File: config.mk
export PLATFORM = sky130hd
export DESIGN_NAME = fft16_input_buffer
export DESIGN_NICKNAME = d
export VERILOG_FILES = /design/src/rtl/fft_pkg.sv /design/src/rtl/fft_sample_bank.sv /design/src/rtl/fft16_input_buffer.sv
export SDC_FILE = /design/constraint.sdc
export NUM_CORES = 1
export LEC_CHECK = 0
export CAP_MARGIN = 20
export CELL_PAD_IN_SITES_DETAIL_PLACEMENT = 1
export CELL_PAD_IN_SITES_GLOBAL_PLACEMENT = 1
export CORE_ASPECT_RATIO = 0.6
export CORE_MARGIN = 1.5
export CORE_UTILIZATION = 40
export CTS_BUF_LIST = sky130_fd_sc_hd__clkbuf_8
export DETAILED_ROUTE_END_ITERATION = 16
export PLACE_DENSITY = 0.73
export SLEW_MARGIN = 10
export SYNTH_ARGS = -nofsm -noshare
export SYNTH_HDL_FRONTEND = slang
export SYNTH_HIERARCHICAL = 1
export SYNTH_SLANG_ARGS = --single-unit
File: constraint.sdc
create_clock -name clk -period 8.31 [get_ports clk]
set_clock_uncertainty 0.1 [all_clocks]
set_input_delay 0.831 -clock clk [delete_from_list [all_inputs] [get_ports clk]]
set_output_delay 0.831 -clock clk [all_outputs]
set_load 0.05 [all_outputs]
File: src/rtl/fft_pkg.sv
// Shared types and defaults for the 16-point FFT front end.
package fft_pkg;

  localparam int DATA_W   = 16;
  localparam int N_POINTS = 16;
  localparam int IDX_W    = $clog2(N_POINTS);

  // One complex sample, two's-complement components.
  typedef struct packed {
    logic [DATA_W-1:0] re;
    logic [DATA_W-1:0] im;
  } cplx_t;

  // Identifies one of the two ping-pong banks.
  typedef enum logic {
    BANK_A = 1'b0,
    BANK_B = 1'b1
  } bank_e;

  function automatic bank_e other_bank(input bank_e b);
    return (b == BANK_A) ? BANK_B : BANK_A;
  endfunction

endpackage

File: src/rtl/fft_sample_bank.sv
// One N_POINTS-deep register bank of complex samples with a single
// indexed write port and every entry exposed on flat parallel buses.
// Component width comes from fft_pkg::cplx_t.
module fft_sample_bank
  import fft_pkg::*;
#(
  parameter int N_POINTS = fft_pkg::N_POINTS,
  parameter int AW       = $clog2(N_POINTS)
) (
  input  logic                         clk,
  input  logic                         we,
  input  logic [AW-1:0]                idx,
  input  cplx_t                        wdata,
  output logic [N_POINTS*DATA_W-1:0]   re,
  output logic [N_POINTS*DATA_W-1:0]   im
);

  cplx_t mem [N_POINTS];

  // Store the incoming sample at its frame position.
  // NOTE: sample storage has no reset; contents are only meaningful once a
  // full frame has been written, and leaving it unreset keeps it plain flops.
  always_ff @(posedge clk) begin
    if (we) begin
      mem[idx] <= wdata;
    end
  end

  // Sample k occupies bits [k*DATA_W +: DATA_W] of each bus.
  for (genvar k = 0; k < N_POINTS; k++) begin : g_flat
    assign re[k*DATA_W +: DATA_W] = mem[k].re;
    assign im[k*DATA_W +: DATA_W] = mem[k].im;
  end

endmodule

File: src/rtl/fft16_input_buffer.sv
// Serial-to-parallel ping-pong buffer in front of the radix-4 butterfly.
// Samples fill bank[wr_bank]; a completed bank is held on the frame buses
// until the consumer takes it, while the other bank keeps filling.
// DATA_W overrides must match fft_pkg::DATA_W, which sizes cplx_t.
module fft16_input_buffer
  import fft_pkg::*;
#(
  parameter int DATA_W   = fft_pkg::DATA_W,
  parameter int N_POINTS = fft_pkg::N_POINTS
) (
  input  logic                         clk,
  input  logic                         rst,
  input  logic                         in_valid,
  output logic                         in_ready,
  input  logic [DATA_W-1:0]            in_re,
  input  logic [DATA_W-1:0]            in_im,
  output logic                         frame_valid,
  input  logic                         frame_ready,
  output logic [N_POINTS*DATA_W-1:0]   frame_re,
  output logic [N_POINTS*DATA_W-1:0]   frame_im,
  output logic [15:0]                  frame_cnt
);

  localparam int AW = $clog2(N_POINTS);
  localparam logic [AW-1:0] LAST_IDX = AW'(N_POINTS - 1);

  bank_e          wr_bank;
  bank_e          rd_bank;
  logic [1:0]     full;
  logic [1:0]     full_next;
  logic [AW-1:0]  wr_idx;

  logic           wr_fire;
  logic           wr_last;
  logic           rd_fire;
  cplx_t          wdata;

  logic [N_POINTS*DATA_W-1:0] a_re, a_im, b_re, b_im;

  // Handshake decode. The write side only stalls when the bank it is
  // aiming at still holds an unreleased frame.
  assign in_ready    = !full[wr_bank] && !rst;
  assign frame_valid = full[rd_bank];
  assign wr_fire     = in_valid && in_ready;
  assign wr_last     = wr_fire && (wr_idx == LAST_IDX);
  assign rd_fire     = frame_valid && frame_ready;
  assign wdata       = '{re: in_re, im: in_im};

  // Next full flags: completion sets the write bank, release clears the
  // read bank. Both can happen together only on different banks.
  // NOTE: combinational blocks use blocking assignments and start from a
  // default so every path assigns full_next and no latch is inferred.
  always_comb begin
    full_next = full;
    if (wr_last) full_next[wr_bank] = 1'b1;
    if (rd_fire) full_next[rd_bank] = 1'b0;
  end

  // Pointer, flag and counter state.
  // NOTE: sequential state uses non-blocking assignments so every register
  // sees the pre-edge values of the others.
  always_ff @(posedge clk) begin
    if (rst) begin
      wr_bank   <= BANK_A;
      rd_bank   <= BANK_A;
      full      <= 2'b00;
      wr_idx    <= '0;
      frame_cnt <= 16'd0;
    end else begin
      full <= full_next;
      if (wr_fire) begin
        wr_idx <= wr_idx + 1'b1;
        if (wr_last) begin
          wr_bank <= other_bank(wr_bank);
        end
      end
      if (rd_fire) begin
        rd_bank   <= other_bank(rd_bank);
        frame_cnt <= frame_cnt + 16'd1;
      end
    end
  end

  fft_sample_bank #(.N_POINTS(N_POINTS)) u_bank_a (
    .clk   (clk),
    .we    (wr_fire && (wr_bank == BANK_A)),
    .idx   (wr_idx),
    .wdata (wdata),
    .re    (a_re),
    .im    (a_im)
  );

  fft_sample_bank #(.N_POINTS(N_POINTS)) u_bank_b (
    .clk   (clk),
    .we    (wr_fire && (wr_bank == BANK_B)),
    .idx   (wr_idx),
    .wdata (wdata),
    .re    (b_re),
    .im    (b_im)
  );

  // Present the bank currently owned by the consumer.
  always_comb begin
    frame_re = (rd_bank == BANK_B) ? b_re : a_re;
    frame_im = (rd_bank == BANK_B) ? b_im : a_im;
  end

endmodule

== Yosys cells after proc, flatten, opt, wreduce, memory -nomap -nowiden ==
Memories as Yosys holds them, arrays and structs flattened.
Index checks and enable logic that the tools add are counted.

* Output and inout port bits: 530
* Memories kept: 2
* Input bits: 36
* Logic and storage cells: 47
* Flip-flop bits (word level): 24
* RAM bits: 1024

{| class="wikitable"
|+ Memories
! memory !! words !! bits a word !! rd ports !! clocked after Yosys merged registers in !! wr ports !! line !! RTL
|-
| u_bank_a.mem || 16 || 32 || 16 || 0 || 1 || fft_sample_bank.sv:18 || <nowiki>cplx_t mem [N_POINTS];</nowiki>
|-
| u_bank_b.mem || 16 || 32 || 16 || 0 || 1 || fft_sample_bank.sv:18 ||
|}

* Reductions and logical operators: 11
* Add/sub/neg operators: 2
* Equal/unequal tests: 1
* Mux-type cells: 18
* Magnitude comparators: 4
* Bitwise operators: 4

{| class="wikitable"
|+ Operators with widths
! cell !! number
|-
| 2-to-1 mux 256 bit || 2
|-
| adder 16 x 1 -> 16 bit, second input constant || 1
|-
| 2-to-1 mux 1 bit || 12
|-
| logical AND 1 bit || 8
|-
| adder 4 x 1 -> 4 bit, second input constant || 1
|-
| == test 4 bit, second input constant || 1
|-
| less-than comparator 1 x 2 -> 1 bit, second input constant || 2
|-
| 2-to-1 mux 2 bit || 2
|-
| AND 2 bit || 1
|-
| demux 1 bit (select 1 bit) || 2
|-
| greater-or-equal comparator 1 bit, second input constant || 2
|-
| zero test 1 bit || 2
|-
| NOT 2 bit || 1
|-
| bitwise OR 2 bit || 1
|-
| AND reduction 2 bit || 1
|-
| NOT 1 bit || 1
|}

== Logic depth before layout (Yosys ltp) ==
Gate-level depths: netlist (run 1).

* Depth after elaboration: 9
* Gate-level depth with buffers: 7
* Depth with buffers taken out: 5

== Hierarchy ==
The synthesis (run 1) kept the hierarchy.

{| class="wikitable"
|+ By module, submodules not included
! module !! cells each !! seq. area each (µm²) !! area each (µm²) !! instances
|-
| fft_sample_bank (u_bank_a) || 539 || 15374.7 || 15568.7 || 1
|-
| fft_sample_bank (u_bank_b) || 542 || 15374.7 || 15568.7 || 1
|-
| fft16_input_buffer || 696 || 480.5 || 7223.2 || 1
|}

== Least setup slack after synthesis (run 1) ==
OpenSTA, ideal clock, no wires.

* Path type: in2reg
* Start point: input port in_valid
* End point: memory u_bank_a/mem[0][0] in the netlist's numbering, enable pin
* Buffers on the path: 0
* Setup time: 501 ps
* Setup slack: 3092 ps
* Data arrival time: 4617 ps
* Required time: 7709 ps
* Stages: 5
* Cell sequence: nor2b_1 nand2_1 nor2_1 nand2b_1 nor4_1

* Word-level cells in the longest chain between the ends: 4

{| class="wikitable"
|+ RTL lines
! item !! line !! RTL
|-
| from (decl) || fft16_input_buffer.sv:13 || <nowiki>input logic in_valid,</nowiki>
|-
| logical AND 1 bit || fft16_input_buffer.sv:44 || <nowiki>assign wr_fire = in_valid && in_ready;</nowiki>
|-
| logical AND 1 bit || fft16_input_buffer.sv:86 || <nowiki>.we (wr_fire && (wr_bank == BANK_A)),</nowiki>
|-
| 2-to-1 mux 1 bit || fft_sample_bank.sv:24 || <nowiki>if (we) begin</nowiki>
|-
| 2-to-1 mux 1 bit (not written as such) || fft_sample_bank.sv:25 || <nowiki>mem[idx] <= wdata;</nowiki>
|-
| to (decl) || fft_sample_bank.sv:18 ||
|}

No other way between the ends.

== Worst setup path in the final report (run 1) ==
* Start point: register rd_bank
* End point: output port frame_im[116]

* Word-level cells in the longest chain between the ends: 1

{| class="wikitable"
|+ RTL lines
! item !! line !! RTL
|-
| from (decl) || fft16_input_buffer.sv:28 || <nowiki>bank_e rd_bank;</nowiki>
|-
| from (signal assigned) || fft16_input_buffer.sv:78 || <nowiki>rd_bank <= other_bank(rd_bank);</nowiki>
|-
| 2-to-1 mux 256 bit || fft16_input_buffer.sv:105 || <nowiki>frame_im = (rd_bank == BANK_B) ? b_im : a_im;</nowiki>
|-
| to (decl) || fft16_input_buffer.sv:20 || <nowiki>output logic [N_POINTS*DATA_W-1:0] frame_im,</nowiki>
|}

No other way between the ends.

==> run_results.csv, run 1 <==
group,metric,value,unit
run_status,status,"finished clean",
sta,fmaxAchievable,0.210,GHz
global_routing,grt_pass1_vias,20800,
sta,tns,0,ns
worst_setup_path,cp-end-kind,"output pin",
final_layout,area_growth,27.0,%
floorplan,initial_core_util,40.6,%
worst_setup_path,worst-path-max-fanout,179,
routing,drt_pass1_iterations,5,
global_routing,antenna_found_initial,12,
synth,seq_area_frac_synth,81.4,%
synth,synth_top_family_by_area,"multiplexers",
sta,finalHoldViolations,0,
clock_network,cts_setup_buffers,0,
floorplan,dieArea,0.0978,sq mm
min_path,hp-class,"input pin to flip-flop",
global_routing,met1_usage,33.3,%
global_routing,grt_max_degree,180,
final_layout,layout-drive-gt1-share,32.1,%
clock_network,cts_resized,0,
routing,drtIter0Drc,2130,
worst_setup_path,crit_required,7.38,ns
pwr,total_power,0.00994,W
synth,synthSimpleGateAreaFrac,1.84,%
floorplan,ios,566,
worst_setup_path,rr_worst_depth,5,
global_routing,busiest_layer,"met2",
clock_network,htree_levels,4,
worst_setup_path,cp-start-kind,"flip-flop",
final_layout,seq_area,0.0312,sq mm
floorplan,rows,87,
clock_network,cts_root_buffer,"clkbuf_8",
sta,relSlewSlack,22.4,%
clock_network,cts.sinks,1048,
final_layout,postLayoutCellArea,0.0487,sq mm
floorplan,die_y,243,microns
global_routing,grt_overflow_total,0,
pwr,vdd_ir_drop_max,0.152,mV
global_routing,grtUsageMet3,6.01,%
sta,period_needed,4.77,ns
clock_network,cts_tree,"done",
synth,ys_seq_elements,1048,
synth,async_reset_ff_share,0,%
sta,rsz0062_at_grt,"no",
clock_network,clk_pin_slew,0.07,ns
global_routing,grt_use_total,23.1,%
worst_setup_path,reg2reg_slack,5.31,ns
worst_setup_path,r2r_end,"u_bank_a/mem[5][23]$_DFFE_PP_",
final_layout,nets,2517,
min_path,hold_end,"u_bank_a/mem[12][18]$_DFFE_PP_",
synth,ys_warn_count,6,
synth,synth_xor_area_share,0.297,%
synth,synthCells,1777,
flow_run,cap_violations,0,
sta,slew_viol_final,0,
routing,routed_via_density,5.24,
synth,synthMuxAreaShare,15.2,%
synth,synth_compound_gate_area_share,0.170,%
placed_design,io_buffers,565,
global_routing,grt_pass1_wl,158000,microns
placed_design,dpl.hpwl,65000,microns
synth,synth.distinct_cells,43,
worst_setup_path,timing.rr.start,"wr_bank$_SDFFE_PP0P_",
pwr,power_leakage,15.7,nW
final_layout,fillers,8605,
worst_setup_path,cp.arrival,3.84,ns
clock_network,hold_buffers,0,
routing,drt_wl_total,113000,microns
routing,vias,20200,
pwr,pwr_density_cell,204,mW/mm^2
clock_network,numCtsBuffers,155,
routing,drc,0,
floorplan,dieWidth,403,microns
sta,setup_viol_count_final,0,
sta,worst_pin_slew,1.16,ns
floorplan,core,0.0945,sq mm
min_path,whs_path_depth,1,
min_path,min_from,"in_re[2]",
placed_design,placed_area,0.0455,sq mm
synth,synth_flop_cell,"edfxtp_1",
placed_design,gp_congestion,0.851,
clock_network,cts_buffer_depth,3,
clock_network,clock_latency,0.84,ns
sta,holdWs,0.315,ns
sta,finalCritPeriodShare,57.4,%
synth,synth_area_per_cell,21.6,sq um
worst_setup_path,worstSetupPathType,"flip-flop to output pin",
synth,synthAdderAreaFrac,0.0652,%
routing,wl_per_cell,29.3,microns
routing,ant_nets,0,
synth,synth_edf_count,1024,
final_layout,multi_input_area,0.00697,sq mm
synth,synth_nets,1815,
global_routing,grtUsageMet2,34.5,%
synth,syn_area,0.0384,sq mm
[stage by stage]
step / utilization [%] / instances / setup slack [ns]
after floorplan: - / 1777 / 3.09
after global placement: 48.2 / 3549 / 4.29
after detailed placement: 48.2 / 3550 / 4.23
after CTS: 51.1 / 3821 / 3.29
after global routing: 51.5 / 3840 / 3.30
final: 51.6 / 3851 / 3.54
[registers in the layout (all words and copies together) (netlist names)]
name          count
frame_cnt        16
wr_idx            4
u_bank_b/mem    512
rd_bank           1
u_bank_a/mem    512
wr_bank           1
full              2
[cells in the final DEF, fill, tap and decap left out, drive strengths merged, types with 4 or more instances in the layout]
| cell | netlist | layout |
|---|---|---|
| edfxtp | 1024 | 1024 |
| clkdlybuf4s50 | 0 | 533 |
| mux2 | 516 | 516 |
| clkbuf | 6 | 161 |
| buf | 62 | 80 |
| inv | 3 | 58 |
| clkinv | 0 | 50 |
| nor2 | 33 | 33 |
| dfxtp | 24 | 24 |
| nor3 | 21 | 21 |
| diode | 0 | 12 |
| nand3 | 12 | 12 |
| nand2 | 10 | 10 |
| nand2b | 10 | 10 |
| xnor2 | 9 | 9 |
| nor4 | 6 | 6 |
| a21oi | 5 | 5 |
| xor2 | 4 | 4 |
| nor2b | 4 | 4 |
| nand3b | 4 | 4 |
| nand4 | 4 | 4 |
[report_power, final]
part / total (W) / internal, W / leakage [nW] / switching, W
logic: 0.000258 / 0.0000452 / 4.67 / 0.000212
registers: 0.00582 / 0.00581 / 9.41 / 0.00000764
clock network: 0.00386 / 0.00189 / 1.61 / 0.00197
[worst max-delay path, stage by stage, from the launching register on]
cell and delay, ns:
dfxtp_4 0.88, buf_12 0.73, mux2_2 0.31, clkdlybuf4s50_1 0.87
[kinds of logic after synthesis]
kind of cell    Yosys count
compound gates           11
xor+xnor                 13
fa+ha+maj                 2
buf+inv                  71
flops                  1048
mux                     519
simple gates            113
[worst max-delay path by stage]
stage                               startpoint                           end  slack [ns]  depth (start not counted)
final                     rd_bank$_SDFFE_PP0N_                 frame_im[116]        3.54                          3
after global routing      rd_bank$_SDFFE_PP0N_                 frame_im[247]        3.30                          3
after CTS                 rd_bank$_SDFFE_PP0N_                 frame_re[233]        3.29                          3
after detailed placement  rd_bank$_SDFFE_PP0N_                 frame_re[234]        4.23                          3
after global placement    rd_bank$_SDFFE_PP0N_                  frame_re[55]        4.29                          3
after floorplan                       in_valid  u_bank_a/mem[0][0]$_DFFE_PP_        3.09                          5
[final cells by class]
| cell class | instances | area share [%] |
|---|---|---|
| Antenna cell | 12 | 0.0616 |
| Inverter | 3 | 0.0231 |
| Clock buffer | 161 | 4.55 |
| Sequential cell | 1048 | 64.1 |
| Tap cell | 1246 | 3.20 |
| Timing Repair Buffer | 613 | 12.6 |
| Clock inverter | 110 | 1.13 |
| Multi-Input combinational cell | 658 | 14.3 |
[synth_stat cells, drive strengths merged, types with 5 or more instances]
master  instances  area share, %
a21oi           5          0.065
buf            62           0.86
clkbuf          6          0.088
dfxtp          24            1.3
edfxtp       1024             80
mux2          516             15
nand2          10           0.10
nand2b         10           0.23
nand3          12           0.16
nor2           33           0.32
nor3           21           0.38
nor4            6           0.18
xnor2           9           0.21
[per-layer routing]
layer,wire length (microns),up-vias
met3,8680,158
met1,49900,10600
met5,0,-
met2,52000,925
li1,-,8487
met4,2380,0
No activity file was read; power rests on OpenSTA's default activity.
==> inputs of run 2 (changes only) <==
--- a/config.mk
+++ b/config.mk
@@ -13,7 +13,7 @@
 export CORE_UTILIZATION = 40
 export CTS_BUF_LIST = sky130_fd_sc_hd__clkbuf_8
 export DETAILED_ROUTE_END_ITERATION = 16
-export PLACE_DENSITY = 0.73
+export PLACE_DENSITY = 0.75
 export SLEW_MARGIN = 10
 export SYNTH_ARGS = -nofsm -noshare
 export SYNTH_HDL_FRONTEND = slang
==> constraint.sdc (replaced) <==
create_clock -name clk -period 4.21 [get_ports clk]
set_clock_uncertainty 0.1 [all_clocks]
set_input_delay 0.421 -clock clk [delete_from_list [all_inputs] [get_ports clk]]
set_output_delay 0.421 -clock clk [all_outputs]
set_load 0.05 [all_outputs]
==> run_results.csv, run 2 (synthesis results as in run 1) <==
group,metric,value,unit
global_routing,grt_overflow_total,0,
clock_network,numCtsBuffers,158,
sta,setup_slack,0.320,ns
global_routing,grt_max_degree,108,
routing,wl_per_cell,29.0,microns
flow_run,cap_violations,0,
pwr,power_leakage,15.7,nW
routing,ant_nets,0,
routing,drc,0,
sta,tns,0,ns
routing,drtIter0Drc,1837,
floorplan,rows,87,
final_layout,layout_commonest_cell,"edfxtp_1",
placed_design,dpl.hpwl,65300,microns
worst_setup_path,cp.arrival,3.37,ns
global_routing,grt_use_total,22.9,%
sta,period_needed,3.89,ns
sta,relSlewSlack,19.7,%
final_layout,finalNonFillerCells,3859,
clock_network,cts_tree,"done",
routing,drt_pass1_iterations,5,
worst_setup_path,cp-start-kind,"flip-flop",
floorplan,ios,566,
clock_network,cts_buffer_depth,3,
final_layout,layout-drive-gt1-share,32.1,%
placed_design,gp_congestion,0.789,
final_layout,nets,2523,
floorplan,die_y,243,microns
routing,drt_wl_total,112000,microns
floorplan,initial_core_util,40.6,%
placed_design,pre_cts_ws,0.745,ns
clock_network,cts_setup_buffers,0,
sta,rsz0062_at_grt,"no",
clock_network,clock_latency,0.82,ns
worst_setup_path,worstSetupPathType,"flip-flop to output pin",
min_path,hp-class,"input pin to flip-flop",
final_layout,final_cell_mix,"1024 x edfxtp_1, 533 x clkdlybuf4s50_1, 515 x mux2_2, 161 x clkbuf_8, 56 x inv_1",
global_routing,antenna_found_initial,18,
sta,finalCritPeriodShare,92.4,%
routing,routed_via_density,5.21,
run_status,status,"finished clean",
floorplan,dieWidth,403,microns
clock_network,htree_levels,4,
global_routing,grt_pass1_vias,21300,
sta,worst_pin_slew,1.20,ns
clock_network,cts.sinks,1048,
worst_setup_path,worst-path-max-fanout,33,
sta,finalHoldViolations,0,
sta,fmaxAchievable,0.257,GHz
placed_design,dp.cells,3566,
sta,setup_viol_count_final,0,
final_layout,area_growth,26.8,%
routing,vias,20100,
sta,slew_viol_final,0,
clock_network,clk_pin_slew,0.06,ns
pwr,pwr_density_cell,408,mW/mm^2
floorplan,core,0.0945,sq mm
clock_network,cts_root_buffer,"clkbuf_8",
worst_setup_path,cp-end-kind,"output pin",
pwr,vdd_ir_drop_max,0.290,mV
floorplan,dieArea,0.0978,sq mm
placed_design,io_buffers,565,
final_layout,reg.largest.list,"u_bank_a/mem x512, u_bank_b/mem x512, frame_cnt x16",
worst_setup_path,crit_required,3.69,ns
global_routing,grt_pass1_wl,158000,microns
-- run 2: changes by cell type in the layout (fill, tap and decap cells not counted), moves of 3 or more --
cell,before,now
diode_2,12,8
buf_12,14,7
buf_16,6,0
buf_4,28,41
dlygate4sd3_1,0,3
clkinv_2,16,11
clkinv_1,33,37
-- run 2: metal layers --
metal  routed length (microns)  up-vias  track usage, %
met5                         0        -               0
met4                      2700        0            7.13
met3                      9500      164            5.75
met2                     54100      858            36.7
met1                     45800    10600            30.7
li1                          -     8496               -
-- run 2: final cells by class --
cell class / count / area, sq um
Fill cell: 8552 / 45800
Sequential cell: 1048 / 31200
Multi-Input combinational cell: 658 / 6970
Timing Repair Buffer: 616 / 5970
Clock buffer: 161 / 2220
Tap cell: 1246 / 1560
Clock inverter: 119 / 662
Antenna cell: 8 / 20.0
Inverter: 3 / 11.3
-- run 2: stage by stage --
stage,hold WS [ns],instance area (sq um),power (W),util [%]
finish,0.148,48700,0.0198,51.5
global route,0.0914,48600,0.0205,51.5
CTS,0.0477,48600,0.0201,51.4
detailed placement,0.433,45700,0.0122,48.3
global placement,0.389,45700,0.0122,48.3
floorplan,0.400,38400,0.0118,-
-- run 2: worst paths after layout --
kind,startpoint,to,slack [ns],cells past startpoint
min,in_re[9],u_bank_b/mem[11][25]$_DFFE_PP_,0.15,2
min reg2reg,frame_cnt[10]$_SDFFE_PP0N_,frame_cnt[10]$_SDFFE_PP0N_,0.45,2
max,rd_bank$_SDFFE_PP0N_,frame_valid,0.32,3
max reg2reg,wr_bank$_SDFFE_PP0P_,u_bank_a/mem[2][3]$_DFFE_PP_,1.24,6
-- run 2: worst max-delay path, stage by stage (launching register included) --
cell and delay, ns:
dfxtp_4 0.73, mux2i_2 0.80, inv_1 0.24, clkdlybuf4s50_1 0.77
-- run 2: power breakdown --
part | internal, W | switching (W)
logic | 0.0000832 | 0.000420
clock network | 0.00388 | 0.00398
registers | 0.0115 | 0.0000119
-- run 2: what timing repair did --
item	in CTS	in global routing
hold endpoints to repair	10	15
gates resized for setup	0	0
hold buffers	1	2
==> inputs of run 3 (changes only) <==
--- a/config.mk
+++ b/config.mk
@@ -13,7 +13,7 @@
 export CORE_UTILIZATION = 40
 export CTS_BUF_LIST = sky130_fd_sc_hd__clkbuf_8
 export DETAILED_ROUTE_END_ITERATION = 16
-export PLACE_DENSITY = 0.75
+export PLACE_DENSITY = 0.77
 export SLEW_MARGIN = 10
 export SYNTH_ARGS = -nofsm -noshare
 export SYNTH_HDL_FRONTEND = slang
==> run_results.csv, run 3 (synthesis results as in run 1) <==
group,metric,value,unit
routing,met2_length,52300,microns
global_routing,grt_pass1_vias,21300,
worst_setup_path,cp.arrival,3.38,ns
pwr,power_leakage,15.7,nW
floorplan,die_y,243,microns
sta,finalHoldViolations,0,
clock_network,numCtsBuffers,154,
sta,setup_viol_count_final,0,
routing,drtIter0Drc,1870,
pwr,vdd_ir_drop_max,0.220,mV
floorplan,initial_core_util,40.6,%
floorplan,ios,566,
pwr,power_frac_comb,2.6,%
worst_setup_path,cp-end-kind,"output pin",
final_layout,layout-drive-gt1-share,31.8,%
placed_design,placed_area,0.0458,sq mm
sta,period_needed,3.90,ns
routing,ant_nets,0,
clock_network,htree_levels,4,
global_routing,grt_max_degree,141,
routing,wl_per_cell,28.8,microns
flow_run,cap_violations,0,
pwr,switchingPower,0.00429,W
routing,drt-met1-wl,46800,microns
clock_network,cts_buffer_depth,3,
floorplan,dieWidth,403,microns
pwr,p_clk_share,38.9,%
sta,fmaxAchievable,0.257,GHz
clock_network,clk_pin_slew,0.07,ns
clock_network,cts_tree,"done",
global_routing,antenna_found_initial,18,
sta,finalCritPeriodShare,92.5,%
routing,drc,0,
clock_network,cts.sinks,1048,
floorplan,rows,87,
final_layout,final_cell_mix,"1024 x edfxtp_1, 533 x clkdlybuf4s50_1, 515 x mux2_2, 162 x clkbuf_8, 66 x inv_1",
routing,drt_pass1_iterations,5,
sta,slew_viol_final,0,
pwr,intPower,0.0154,W
final_layout,postLayoutCellArea,0.0486,sq mm
sta,relSlewSlack,22.2,%
min_path,hp-class,"input pin to flip-flop",
clock_network,cts_setup_buffers,0,
worst_setup_path,crit_required,3.69,ns
final_layout,reg.largest.list,"u_bank_a/mem x512, u_bank_b/mem x512, frame_cnt x16",
pwr,pwr_density_cell,404,mW/mm^2
pwr,total_power,0.0196,W
routing,dr_wl_met3,9150,microns
sta,worst_pin_slew,1.17,ns
routing,routed_via_density,5.21,
pwr,seqPwrFrac,58.5,%
pwr,p_sw_share,21.8,%
sta,rsz0062_at_grt,"no",
worst_setup_path,worst-path-max-fanout,140,
routing,drt_wl_total,111000,microns
placed_design,io_buffers,565,
global_routing,grt_overflow_total,0,
worst_setup_path,worstSetupPathType,"flip-flop to output pin",
sta,tns,0,ns
clock_network,cts_root_buffer,"clkbuf_8",
routing,vias,20100,
placed_design,dpl.hpwl,66400,microns
global_routing,grt_pass1_wl,157000,microns
floorplan,dieArea,0.0978,sq mm
final_layout,nets,2522,
routing,top_layer,"met4",
run_status,status,"finished clean",
global_routing,grt_use_total,22.7,%
placed_design,gp_congestion,0.768,
clock_network,clock_latency,0.82,ns
floorplan,core,0.0945,sq mm
worst_setup_path,cp-start-kind,"flip-flop",
final_layout,layout_commonest_cell,"edfxtp_1",
sta,holdWs,0.179,ns
final_layout,area_growth,26.7,%
## run 3: stage by stage
stage               std cells  utilization [%]  setup slack [ns]
finish                   3857             51.4             0.314
global route             3849             51.4             0.237
CTS                      3849             51.4             0.286
detailed placement       3571             48.4             0.777
global placement         3568             48.4             0.799
floorplan                1777                -             0.209
## run 3: worst max-delay path, cell delays in order, from the launching register on
cell	delay [ns]
dfxtp_4	0.57
buf_12	0.51
mux2_2	0.42
clkdlybuf4s50_1	0.77
## run 3: per-layer routing
metal / vias to the layer above / track usage (%)
li1: 8486 / -
met2: 972 / 35.3
met5: - / 0
met1: 10500 / 31.7
met3: 167 / 5.01
met4: 0 / 7.87
## run 3: final cells by class
class	instances	area (sq um)
Antenna cell	8	20.0
Clock buffer	162	2230
Clock inverter	113	568
Fill cell	8600	45900
Inverter	3	11.3
Multi-Input combinational cell	658	6970
Sequential cell	1048	31200
Tap cell	1246	1560
Timing Repair Buffer	619	6010
## run 3: power groups by stage
stage,Clock [W],Combinational [W],Sequential (W)
6_report,0.00764,0.000510,0.0115
5_1_grt,0.00823,0.000530,0.0115
4_1_cts,0.00785,0.000518,0.0115
3_5_place_dp,0,0.000515,0.0117
3_3_place_gp,0,0.000490,0.0117
2_1_floorplan,0,0.000131,0.0117
## run 3: repair_timing
| item | CTS | global route |
|---|---|---|
| hold buffers | 3 | 0 |
| resized for setup | 0 | 0 |
| hold endpoints to repair | 29 | 0 |
## run 3: path summary, 6_finish.rpt
kind                                   from                             end  slack (ns)  cells after the start
setup / recovery       rd_bank$_SDFFE_PP0N_                    frame_re[74]        0.31                      3
hold / removal                     in_re[6]  u_bank_a/mem[12][22]$_DFFE_PP_        0.18                      1
setup reg to reg       wr_bank$_SDFFE_PP0P_  u_bank_a/mem[11][23]$_DFFE_PP_        1.34                      6
hold reg to reg   frame_cnt[1]$_SDFFE_PP0N_       frame_cnt[1]$_SDFFE_PP0N_        0.43                      2
